**src/rtl/adder_result_accumulator.sv**
```systemverilog
// adder_result_accumulator: sums BURST 17-bit adder results per burst and hands the total downstream
module adder_result_accumulator #(
  parameter int BURST = 4,
  parameter int ACC_W = 20
) (
  input  logic             clk,
  input  logic             rst,
  input  logic [15:0]      sum,
  input  logic             cout,
  input  logic             in_valid,
  output logic             in_ready,
  input  logic             clear,
  output logic [ACC_W-1:0] acc_out,
  output logic             ovf,
  output logic [4:0]       count,
  output logic             out_valid,
  input  logic             out_ready
);
  typedef enum logic {ACCUM, DONE} state_t;
  state_t state;
  logic [ACC_W-1:0] total;
  logic flag;
  logic [ACC_W:0] next;
  assign in_ready = state == ACCUM;
  assign out_valid = state == DONE;
  assign next = {1'b0, total} + (ACC_W+1)'({cout, sum});
  // Burst FSM: accumulate in ACCUM, present the latched total in DONE until taken
  always_ff @(posedge clk) begin
    if (rst) begin
      state <= ACCUM;
      total <= '0;
      flag <= 1'b0;
      count <= '0;
      acc_out <= '0;
      ovf <= 1'b0;
    end else if (state == DONE) begin
      if (out_ready) begin
        state <= ACCUM;
        acc_out <= '0;
        ovf <= 1'b0;
        count <= '0;
      end
    end else if (clear) begin
      total <= '0;
      flag <= 1'b0;
      count <= '0;
    end else if (in_valid) begin
      if (count == 5'(BURST - 1)) begin
        state <= DONE;
        acc_out <= next[ACC_W-1:0];
        ovf <= flag | next[ACC_W];
        count <= 5'(BURST);
        total <= '0;
        flag <= 1'b0;
      end else begin
        total <= next[ACC_W-1:0];
        flag <= flag | next[ACC_W];
        count <= count + 5'd1;
      end
    end
  end
endmodule

```
**config.mk**
```make
export PLATFORM = sky130hd
export DESIGN_NAME = adder_result_accumulator
export DESIGN_NICKNAME = d
export VERILOG_FILES = /design/src/rtl/adder_result_accumulator.sv
export SDC_FILE = /design/constraint.sdc
export NUM_CORES = 1
export LEC_CHECK = 0
export ABC_AREA = 1
export BUFFER_PORTS_ARGS = -buffer_cell sky130_fd_sc_hd__buf_2
export CAP_MARGIN = 40
export CORE_AREA = 2 2 85 87
export CTS_CLUSTER_SIZE = 24
export DETAILED_ROUTE_END_ITERATION = 12
export DIE_AREA = 0 0 87 89
export GPL_TIMING_DRIVEN = 0
export PLACE_DENSITY = 0.66
export RECOVER_POWER = 100
export SLEW_MARGIN = 10
export SYNTH_ARGS = -nofsm -noshare
export SYNTH_HDL_FRONTEND = slang
export SYNTH_SLANG_ARGS = --single-unit
```
**constraint.sdc**
```tcl
create_clock -name clk -period 2.3 [get_ports clk]
set_clock_uncertainty 0.2 [all_clocks]
set_input_delay 0.345 -clock clk [delete_from_list [all_inputs] [get_ports clk]]
set_output_delay 0.345 -clock clk [all_outputs]
set_load 0.01 [all_outputs]
```
==> results_dict.tcl, run 1 <==
set metrics [dict create \
    antenna_found_initial 0 \
    buffer_ports.inserted 48 \
    post-route-cell-area_mm2 0.00338 \
    io_pins 50 \
    design.die.area_mm2 0.00774 \
    routed_wl_um 7710 \
    synth_area_per_cell_um2 6.73 \
    slew_violations 0 \
    synthCells 449 \
    drv.max_cap_violation_count 0 \
    pin_count_of_the_biggest_net_entering_global_routing 18 \
    outcome "finished, final reports clean" \
    hold_slack_ns 0.149 \
    finalWorstSetupSlack_ns 0.195 \
    via_per_inst 5.13 \
    floorplan.core_area_mm2 0.00672 \
    cts-root-to-sink-buffers 2 \
    yosys-top-cells-count "150 x sky130_fd_sc_hd__nand2_1, 54 x sky130_fd_sc_hd__a21oi_1, 48 x sky130_fd_sc_hd__dfxtp_1" \
    synth_edf_count 0 \
    width_of_the_die_um 87 \
    wl_per_cell_um 13.2 \
    clock-root-buffer "sky130_fd_sc_hd__clkbuf_8" \
    route.antenna.remaining_nets 0 \
    clock_tree.htree_level_count 2 \
    post_synth_and_or_nand_nor_area_fraction 0.378 \
    timing.critical_path.buf_inv 2 \
    groute.usage.overall 0.209 \
    synth.mux.area_fraction 0 \
    number_of_global_route_vias_before_repair 2712 \
    yosysSeqAreaShare 0.318 \
    worstPathCellList "ha_1 -> nand2_1 -> nor3_4 -> nand2_2 -> inv_1 -> clkbuf_2 -> nand3_1 -> a21oi_1" \
    num-fill-cells 732 \
    cts_inserted_buffers 5 \
    place.detailed.hpwl_um 6280 \
    post-place-ws_ns 0.0440 \
    worst_ep_arrival_time_ns 2.15 \
    cts_tree "yes" \
    grt_pass1_wl_um 12600 \
    remaining_drc_errors 0 \
    layout_worst_path_cycle_share 0.915 \
    fmax_mhz 475 \
    synth_most_common_cell "sky130_fd_sc_hd__nand2_1" \
    synth_adder_area_share 0.0811 \
    detailroute.via_count 3001 \
    power_leakage_uw 0.00149 \
    insertedDiodeCount 0 \
    drt_iter0_drc 176 \
    post-synth-top-area-cell "sky130_fd_sc_hd__dfxtp_1" \
    critical_path.top_delay_family "simple AND/OR/NAND/NOR gates" \
    drt_pass1_iterations 4 \
    mappedNetlistArea_mm2 0.00302 \
    layout-drive-gt1-share 0.121 \
    worst_setup_path_start_kind "register" \
    synth-warning-count 0 \
    report.power.total_uw 1710 \
    max_slew_margin 0.586 \
    overflow 0 \
    cts-hold-fix-buffers 0 \
    async_flop_share 0 \
    report.final.hold_viol_count 0 \
    chipHeight_um 89 \
    synth.lib_cells_used.distinct 30 \
    synth_top_family_by_area "simple AND/OR/NAND/NOR gates" \
    rows 30 \
    unrepaired_setup_endpoints_after_global_routing "false" \
    tightest_slew_ns 0.621 \
    crit_path_largest_cell_delay_ns 0.42 \
    synth.area.top_cells "sky130_fd_sc_hd__dfxtp_1 32%, sky130_fd_sc_hd__nand2_1 19%, sky130_fd_sc_hd__a21oi_1 8.9%" \
    highest_fanout_seen_on_the_critical_path 10 \
    clkLatencyLatePin_ns 0.32 \
    period_needed_ns 2.10 \
    fin_nets 545 \
    crit_path_top_delay_cell "sky130_fd_sc_hd__dfxtp_1" \
    yosys_most_used_dff "sky130_fd_sc_hd__dfxtp_1" \
    required_ns 2.35 \
    finalWeightedCongestion 0.920 \
    post_cts_resized 0 \
    synth_seq_cells 48 \
    syn_to_final_growth_pct 11.8 \
    synth_compound_gate_area_share 0.120 \
    setup_viol_count_final 0 \
    synth_nets 490 \
    setup.worst_path.class "reg2reg" \
    path_clk_slew_ns 0.10 \
    fin_setup_tns_ns 0 \
    dpl-instance-area_mm2 0.00336 \
    power_density_mw_per_mm2 505 \
    synth_xor_area_frac 0.0232 \
    vdd.ir_drop.worst_mv 0.258 \
    start_util 0.450 \
    postCtsSetupBuffers 0 \
    number_of_sinks_handled_by_clock_tree_synthesis 48 \
    cp-end-kind "register" \
    holdCritPathClass "in2reg" \
    synth_largest_type_area_fraction 0.318 \
]
-- where the power goes --
| part | total [uW] | internal, uW | switching, uW |
|---|---|---|---|
| clock network | 553 | 225 | 328 |
| logic | 295 | 102 | 194 |
| registers | 858 | 847 | 11.4 |
-- layer usage --
layer | vias up | GRT usage | part of all wire | wire (um)
li1 | 1563 | - | - | -
met1 | 1370 | 0.279 | 0.48 | 3710
met2 | 59 | 0.353 | 0.46 | 3520
met3 | 9 | 0.0351 | 0.049 | 377
met4 | 0 | 0.0511 | 0.013 | 100
met5 | - | 0 | 0 | 0
-- state kept, by name, summed over array words and instances, names as in the netlist --
| name | count |
|---|---|
| acc_out | 20 |
| flag | 1 |
| total | 20 |
| ovf | 1 |
| count | 5 |
| out_valid | 1 |
-- worst register-to-register path: stages (launching register included) --
cell                       delay [ns]
sky130_fd_sc_hd__dfxtp_1         0.42
sky130_fd_sc_hd__ha_1            0.25
sky130_fd_sc_hd__nand2_1         0.10
sky130_fd_sc_hd__nor3_4          0.17
sky130_fd_sc_hd__nand2_2         0.08
sky130_fd_sc_hd__inv_1           0.14
sky130_fd_sc_hd__clkbuf_2        0.30
sky130_fd_sc_hd__nand3_1         0.22
sky130_fd_sc_hd__a21oi_1         0.16
-- path summary, 6_finish.rpt --
kind                                  from                        to  slack, ns  depth (start not counted)
hold reg to reg   acc_out[13]$_SDFFE_PP0P_  acc_out[13]$_SDFFE_PP0P_       0.26                          2
setup reg to reg     count[0]$_SDFFE_PP0P_  acc_out[11]$_SDFFE_PP0P_       0.20                          8
hold / removal                   out_ready      out_valid$_SDFF_PP0_       0.15                          4
setup / recovery     count[0]$_SDFFE_PP0P_  acc_out[11]$_SDFFE_PP0P_       0.20                          8
-- placed cells by master, fill, tap and decap left out, drive strengths merged, types with 18 or more instances in the layout --
cell / count
nand2: 161
inv: 45
a21oi: 59
ha: 18
clkbuf: 42
nor2: 28
dfxtp: 48
nand3: 44
buf: 24
-- logic make-up (layout without fill, tap and decap cells) --
| kind of cell | Yosys count | in the layout |
|---|---|---|
| AOI/OAI and AO/OA | 67 | 67 |
| xor gates and xnor gates | 8 | 8 |
| adders and majority gates | 19 | 19 |
| buffers and inverters | 56 | 112 |
| DFF | 48 | 48 |
| and+or+nand+nor | 251 | 251 |
-- stage by stage --
stage	std cells	util
final	585	0.503
after detailed placement	577	0.501
after floorplan	449	-
after global routing	585	0.503
after global placement	577	0.501
after CTS	585	0.515
-- area by class of cell --
cell class                 count  area, um2  area share
inverter                      43        161      0.0477
sequential                    48        961       0.284
buffer                        13       68.8      0.0204
tap                           80        100      0.0296
clock inverter                 3       26.3     0.00777
multi-input combinational    345       1790       0.529
timing repair buffer          48        206      0.0611
clock buffer                   5       68.8      0.0204
Power figures use the tool's default switching activity.
==> inputs of run 2 (changes only) <==
--- a/config.mk
+++ b/config.mk
@@ -12,8 +12,7 @@
 export CTS_CLUSTER_SIZE = 24
 export DETAILED_ROUTE_END_ITERATION = 12
 export DIE_AREA = 0 0 87 89
-export GPL_TIMING_DRIVEN = 0
-export PLACE_DENSITY = 0.66
+export PLACE_DENSITY = 0.62
 export RECOVER_POWER = 100
 export SLEW_MARGIN = 10
 export SYNTH_ARGS = -nofsm -noshare
==> run 2 against run 1 <==
Critical path depth is 2 higher. First-iteration DRC count is 10% lower. Cell count is 1.4% lower. Largest power group unchanged. Fmax hardly changed.
==> results_dict.tcl, run 2 (synthesis results as in run 1) <==
set metrics [dict create \
    outcome "finished, final reports clean" \
    power_leakage_uw 0.00148 \
    finalWeightedCongestion 0.910 \
    cts_tree "yes" \
    highest_fanout_seen_on_the_critical_path 4 \
    crit_path_top_delay_cell "sky130_fd_sc_hd__ha_1" \
    post_cts_resized 0 \
    syn_to_final_growth_pct 11.0 \
    buffer_ports.inserted 49 \
    fin_setup_tns_ns 0 \
    wl_met3_um 393 \
    crit_path_frequent_cell "sky130_fd_sc_hd__nand2_1" \
    critical_path.top_delay_family "simple AND/OR/NAND/NOR gates" \
    start_util 0.450 \
    vdd.ir_drop.worst_mv 0.389 \
    power_density_mw_per_mm2 514 \
    setup_viol_count_final 0 \
    antenna_found_initial 0 \
    groute.usage.overall 0.212 \
    hold_slack_ns 0.147 \
    holdCritPathClass "in2reg" \
    register_area_um2 961 \
    num-fill-cells 750 \
    fin_nets 537 \
    fmax_mhz 475 \
    wl_per_cell_um 13.6 \
    slew_violations 0 \
    floorplan.core_area_mm2 0.00672 \
    drt_iter0_drc 158 \
    grt_pass1_wl_um 12800 \
    detailroute.via_count 2917 \
    place_inst 569 \
    period_needed_ns 2.11 \
    post-route-cell-area_mm2 0.00335 \
    dpl-instance-area_mm2 0.00332 \
    path_clk_slew_ns 0.10 \
    report.power.total_uw 1730 \
    clkLatencyLatePin_ns 0.31 \
    drv.max_cap_violation_count 0 \
    remaining_drc_errors 0 \
    place.detailed.hpwl_um 6010 \
    cp-end-kind "register" \
    tightest_slew_ns 0.613 \
    overflow 0 \
    number_of_global_route_vias_before_repair 2678 \
    design.die.area_mm2 0.00774 \
    multi_input_comb_area_mm2 0.00180 \
    worstPathCellList "ha_1 -> nand2_1 -> inv_1 -> a21oi_1 -> nand3_2 -> nand2_1 -> nand2_1 -> nand2_1 -> nand3_1 -> a21oi_1" \
    width_of_the_die_um 87 \
    route.antenna.remaining_nets 0 \
    cts_inserted_buffers 5 \
    pin_count_of_the_biggest_net_entering_global_routing 49 \
    rows 30 \
    post_layout_nonfiller_instances 577 \
    cts-root-to-sink-buffers 2 \
    insertedDiodeCount 0 \
    crit_path_largest_cell_delay_ns 0.34 \
    wl_met1_um 3840 \
    required_ns 2.34 \
    report.final.hold_viol_count 0 \
    unrepaired_setup_endpoints_after_global_routing "false" \
    largestRegisters "acc_out x20, total x20, count x5" \
    drt_pass1_iterations 4 \
    routed.top_layer "met4" \
    routed_wl_um 7850 \
    cts-hold-fix-buffers 0 \
    route.met2.wl_um 3530 \
    layout_worst_path_cycle_share 0.916 \
    max_slew_margin 0.590 \
    via_per_inst 5.06 \
    layout_commonest_cell "sky130_fd_sc_hd__nand2_1" \
    worst_setup_path_start_kind "register" \
    layout-drive-gt1-share 0.127 \
    io_pins 50 \
    chipHeight_um 89 \
    clock-root-buffer "sky130_fd_sc_hd__clkbuf_8" \
    postCtsSetupBuffers 0 \
    number_of_sinks_handled_by_clock_tree_synthesis 48 \
    worst_ep_arrival_time_ns 2.15 \
    clock_tree.htree_level_count 2 \
    layout.cells.most_common_list "154 x sky130_fd_sc_hd__nand2_1, 55 x sky130_fd_sc_hd__a21oi_1, 48 x sky130_fd_sc_hd__dfxtp_1" \
    timing.critical_path.buf_inv 1 \
    setup.worst_path.class "reg2reg" \
]
run 2: cell count changes in the layout (fill, tap and decap cells not counted), sizes merged:
cell,before,now
clkinv,1,0
clkbuf,42,35
run 2: cell type report:
type,instances,share of cell area
tap,80,0.0298
sequential,48,0.286
multi-input combinational,345,0.535
timing repair buffer,53,0.0705
clock inverter,2,0.00522
inverter,43,0.0481
clock buffer,6,0.0246
run 2: final timing paths:
kind	start	end	slack, ns	cells past startpoint
min	out_ready	out_valid$_SDFF_PP0_	0.15	4
max reg2reg	total[8]$_SDFFE_PP0P_	acc_out[17]$_SDFFE_PP0P_	0.19	10
min reg2reg	acc_out[1]$_SDFFE_PP0P_	acc_out[1]$_SDFFE_PP0P_	0.26	2
max	total[8]$_SDFFE_PP0P_	acc_out[17]$_SDFFE_PP0P_	0.19	10
run 2: worst reg2reg max path: cells and delay by family, from the launching register on:
family	cells	cell delay, ns
AOI/OAI and AO/OA	2	0.42
adders and majority gates	1	0.34
buffers and inverters	1	0.08
DFF	1	0.33
and+or+nand+nor	6	0.68
run 2: layer usage:
layer | track usage | vias to the layer above
met1 | 0.296 | 1297
met5 | 0 | -
met2 | 0.346 | 66
li1 | - | 1547
met4 | 0.0469 | 0
met3 | 0.0323 | 7
run 2: report_power, final:
group | leakage [uW] | total [uW] | internal (uW) | switching (uW)
logic | 0.00104 | 296 | 101 | 194
clock network | 0.0000522 | 572 | 253 | 319
registers | 0.000388 | 858 | 847 | 11.1
run 2: metrics by stage:
step           utilization  worst slack (ns)
4_1_cts              0.509             0.225
3_3_place_gp         0.494             0.123
2_1_floorplan            -             0.356
3_5_place_dp         0.494            0.0802
5_1_grt              0.499            0.0263
6_report             0.499             0.194
==> inputs of run 3 (changes only) <==
==> constraint.sdc (replaced) <==
create_clock -name clk -period 2 [get_ports clk]
set_clock_uncertainty 0.2 [all_clocks]
set_input_delay 0.3 -clock clk [delete_from_list [all_inputs] [get_ports clk]]
set_output_delay 0.3 -clock clk [all_outputs]
set_load 0.01 [all_outputs]
==> run 3 against run 2 <==
Die area stayed put. Via count up 6.5%. Register-to-register slack worse by 0.17 ns. Sequential share of layout area is 4.2 points lower. Wire length rose by 10%. Critical path depth unchanged. Combinational power grew 59%. Sequential cell count unchanged. Cell count is 4.9% higher. Non-clock buffer count is 29 higher. Largest cell class unchanged. Highest routed layer unchanged.
==> results_dict.tcl, run 3 (synthesis results as in run 1) <==
set metrics [dict create \
    outcome "finished, final reports clean" \
    finalWeightedCongestion 0.904 \
    cp-end-kind "register" \
    tightest_slew_ns 0.462 \
    fin_nets 566 \
    highest_fanout_seen_on_the_critical_path 3 \
    place_inst 598 \
    start_util 0.450 \
    layout-drive-gt1-share 0.278 \
    worstSetupEndpoint "acc_out[12]$_SDFFE_PP0P_" \
    holdCritPathClass "in2reg" \
    grt_use_met1 0.315 \
    syn_to_final_growth_pct 30.7 \
    num-fill-cells 661 \
    post_layout_nonfiller_instances 605 \
    number_of_global_route_vias_before_repair 2846 \
    drv.max_cap_violation_count 0 \
    cts_tree "yes" \
    power_leakage_uw 0.00169 \
    cts-hold-fix-buffers 0 \
    gr_util_met2 0.369 \
    layout.cells.most_common_list "140 x sky130_fd_sc_hd__nand2_1, 46 x sky130_fd_sc_hd__a21oi_1, 44 x sky130_fd_sc_hd__dfxtp_1" \
    number_of_sinks_handled_by_clock_tree_synthesis 48 \
    power_density_mw_per_mm2 584 \
    worst_setup_path_start_kind "register" \
    worst_setup_path_startpoint "total[0]$_SDFFE_PP0P_" \
    fin_setup_tns_ns 0 \
    max_slew_margin 0.692 \
    setup.worst_path.class "reg2reg" \
    setup_viol_count_final 0 \
    worst_ep_arrival_time_ns 1.98 \
    overflow 0 \
    clkLatencyLatePin_ns 0.31 \
    cts-root-to-sink-buffers 2 \
    rows 30 \
    pin_count_of_the_biggest_net_entering_global_routing 49 \
    unrepaired_setup_endpoints_after_global_routing "true" \
    timing.reg2reg.setup_slack_ns 0.02 \
    antenna_found_initial 0 \
    detailroute.via_count 3106 \
    remaining_drc_errors 0 \
    r2r-end "acc_out[12]$_SDFFE_PP0P_" \
    buffer_ports.inserted 49 \
    critical_path.reg2reg.startpoint "total[0]$_SDFFE_PP0P_" \
    design.die.area_mm2 0.00774 \
    layout_worst_path_cycle_share 0.988 \
    period_needed_ns 1.98 \
    clock_tree.htree_level_count 2 \
    wl_per_cell_um 14.3 \
    ff2ff_path_depth 10 \
    clock-root-buffer "sky130_fd_sc_hd__clkbuf_8" \
    layout_commonest_cell "sky130_fd_sc_hd__nand2_1" \
    route.antenna.remaining_nets 0 \
    grt.met3_usage 0.0314 \
    insertedDiodeCount 0 \
    fmax_mhz 506 \
    routed_wl_um 8640 \
    chipHeight_um 89 \
    drt_iter0_drc 152 \
    grt_pass1_wl_um 13600 \
    drt_pass1_iterations 4 \
    slew_violations 0 \
    width_of_the_die_um 87 \
    grt_busiest_layer "met2" \
    via_per_inst 5.13 \
    report.final.hold_viol_count 0 \
    largestRegisters "acc_out x20, total x20, count x5" \
    io_pins 50 \
    path_clk_slew_ns 0.10 \
    cts_inserted_buffers 5 \
    required_ns 2.00 \
    groute.usage.overall 0.226 \
    place.detailed.hpwl_um 6210 \
    floorplan.core_area_mm2 0.00672 \
    vdd.ir_drop.worst_mv 0.335 \
]
-- run 3: cell count changes in the layout (fill, tap and decap cells not counted), moves of 5 or more --
cell                      change
sky130_fd_sc_hd__nand2_2      +9
sky130_fd_sc_hd__a21oi_1      -9
sky130_fd_sc_hd__a21oi_2      +9
sky130_fd_sc_hd__nand2_4      +5
sky130_fd_sc_hd__ha_4        +10
sky130_fd_sc_hd__nand2_1     -14
sky130_fd_sc_hd__ha_1        -13
sky130_fd_sc_hd__buf_4       +26
sky130_fd_sc_hd__nand3_2      +7
sky130_fd_sc_hd__nand3_1      -9
-- run 3: final cells by class --
type,count,area [um2],area share
repair buffers,82,482,0.122
flip-flops and latches,48,966,0.244
well taps,80,100,0.0253
multi-input cells,345,2110,0.534
clock inverters,2,60.1,0.0152
clock buffers,5,68.8,0.0174
inverters,43,164,0.0415
-- run 3: layer usage --
layer	wire, um	vias to the layer above	share of wire
met5	0	-	0
met4	82	0	0.0095
met3	470	6	0.054
met2	4090	74	0.47
met1	4000	1420	0.46
li1	-	1606	-
-- run 3: how the worst min path moves through the flow --
stage / startpoint / endpoint / slack, ns / depth (start not counted)
2_1_floorplan: total[3]$_SDFFE_PP0P_ / total[3]$_SDFFE_PP0P_ / 0.25 / 2
3_3_place_gp: acc_out[1]$_SDFFE_PP0P_ / acc_out[1]$_SDFFE_PP0P_ / 0.25 / 2
3_5_place_dp: acc_out[2]$_SDFFE_PP0P_ / acc_out[2]$_SDFFE_PP0P_ / 0.26 / 2
4_1_cts: out_ready / out_valid$_SDFF_PP0_ / 0.09 / 4
5_1_grt: out_ready / out_valid$_SDFF_PP0_ / 0.15 / 4
6_report: out_ready / out_valid$_SDFF_PP0_ / 0.1 / 4
-- run 3: what timing repair did --
| action | in CTS | in global routing |
|---|---|---|
| cloned | 0 | 0 |
| gates resized for setup | 1 | 61 |
| buffers inserted | 0 | 0 |
| pin swaps | 0 | 13 |
| setup endpoints to repair | 5 | 31 |
-- run 3: critical path, stage by stage (launching register included) --
cell	delay, ns
sky130_fd_sc_hd__dfxtp_2	0.35
sky130_fd_sc_hd__ha_4	0.16
sky130_fd_sc_hd__fa_2	0.41
sky130_fd_sc_hd__nand3_2	0.10
sky130_fd_sc_hd__nand3_4	0.10
sky130_fd_sc_hd__nand2_4	0.09
sky130_fd_sc_hd__nand2_4	0.08
sky130_fd_sc_hd__nand2_4	0.08
sky130_fd_sc_hd__nand3b_1	0.14
sky130_fd_sc_hd__nand3_2	0.11
sky130_fd_sc_hd__a21oi_2	0.05
-- run 3: report_power, final --
group / switching [uW] / total, uW / internal, uW
clock: 350 / 843 / 493
sequential: 16.4 / 991 / 974
combinational: 271 / 472 / 201
-- run 3: metrics by stage --
step	setup WS (ns)	hold slack (ns)	area, um2	util	total power, uW
CTS	0.00923	0.0883	3710	0.552	2250
floorplan	0.101	0.247	3020	-	1260
detailed placement	-0.143	0.256	3570	0.532	1410
global route	-0.0631	0.145	3950	0.588	2400
global placement	-0.0551	0.249	3570	0.532	1410
finish	0.0245	0.0955	3950	0.588	2310
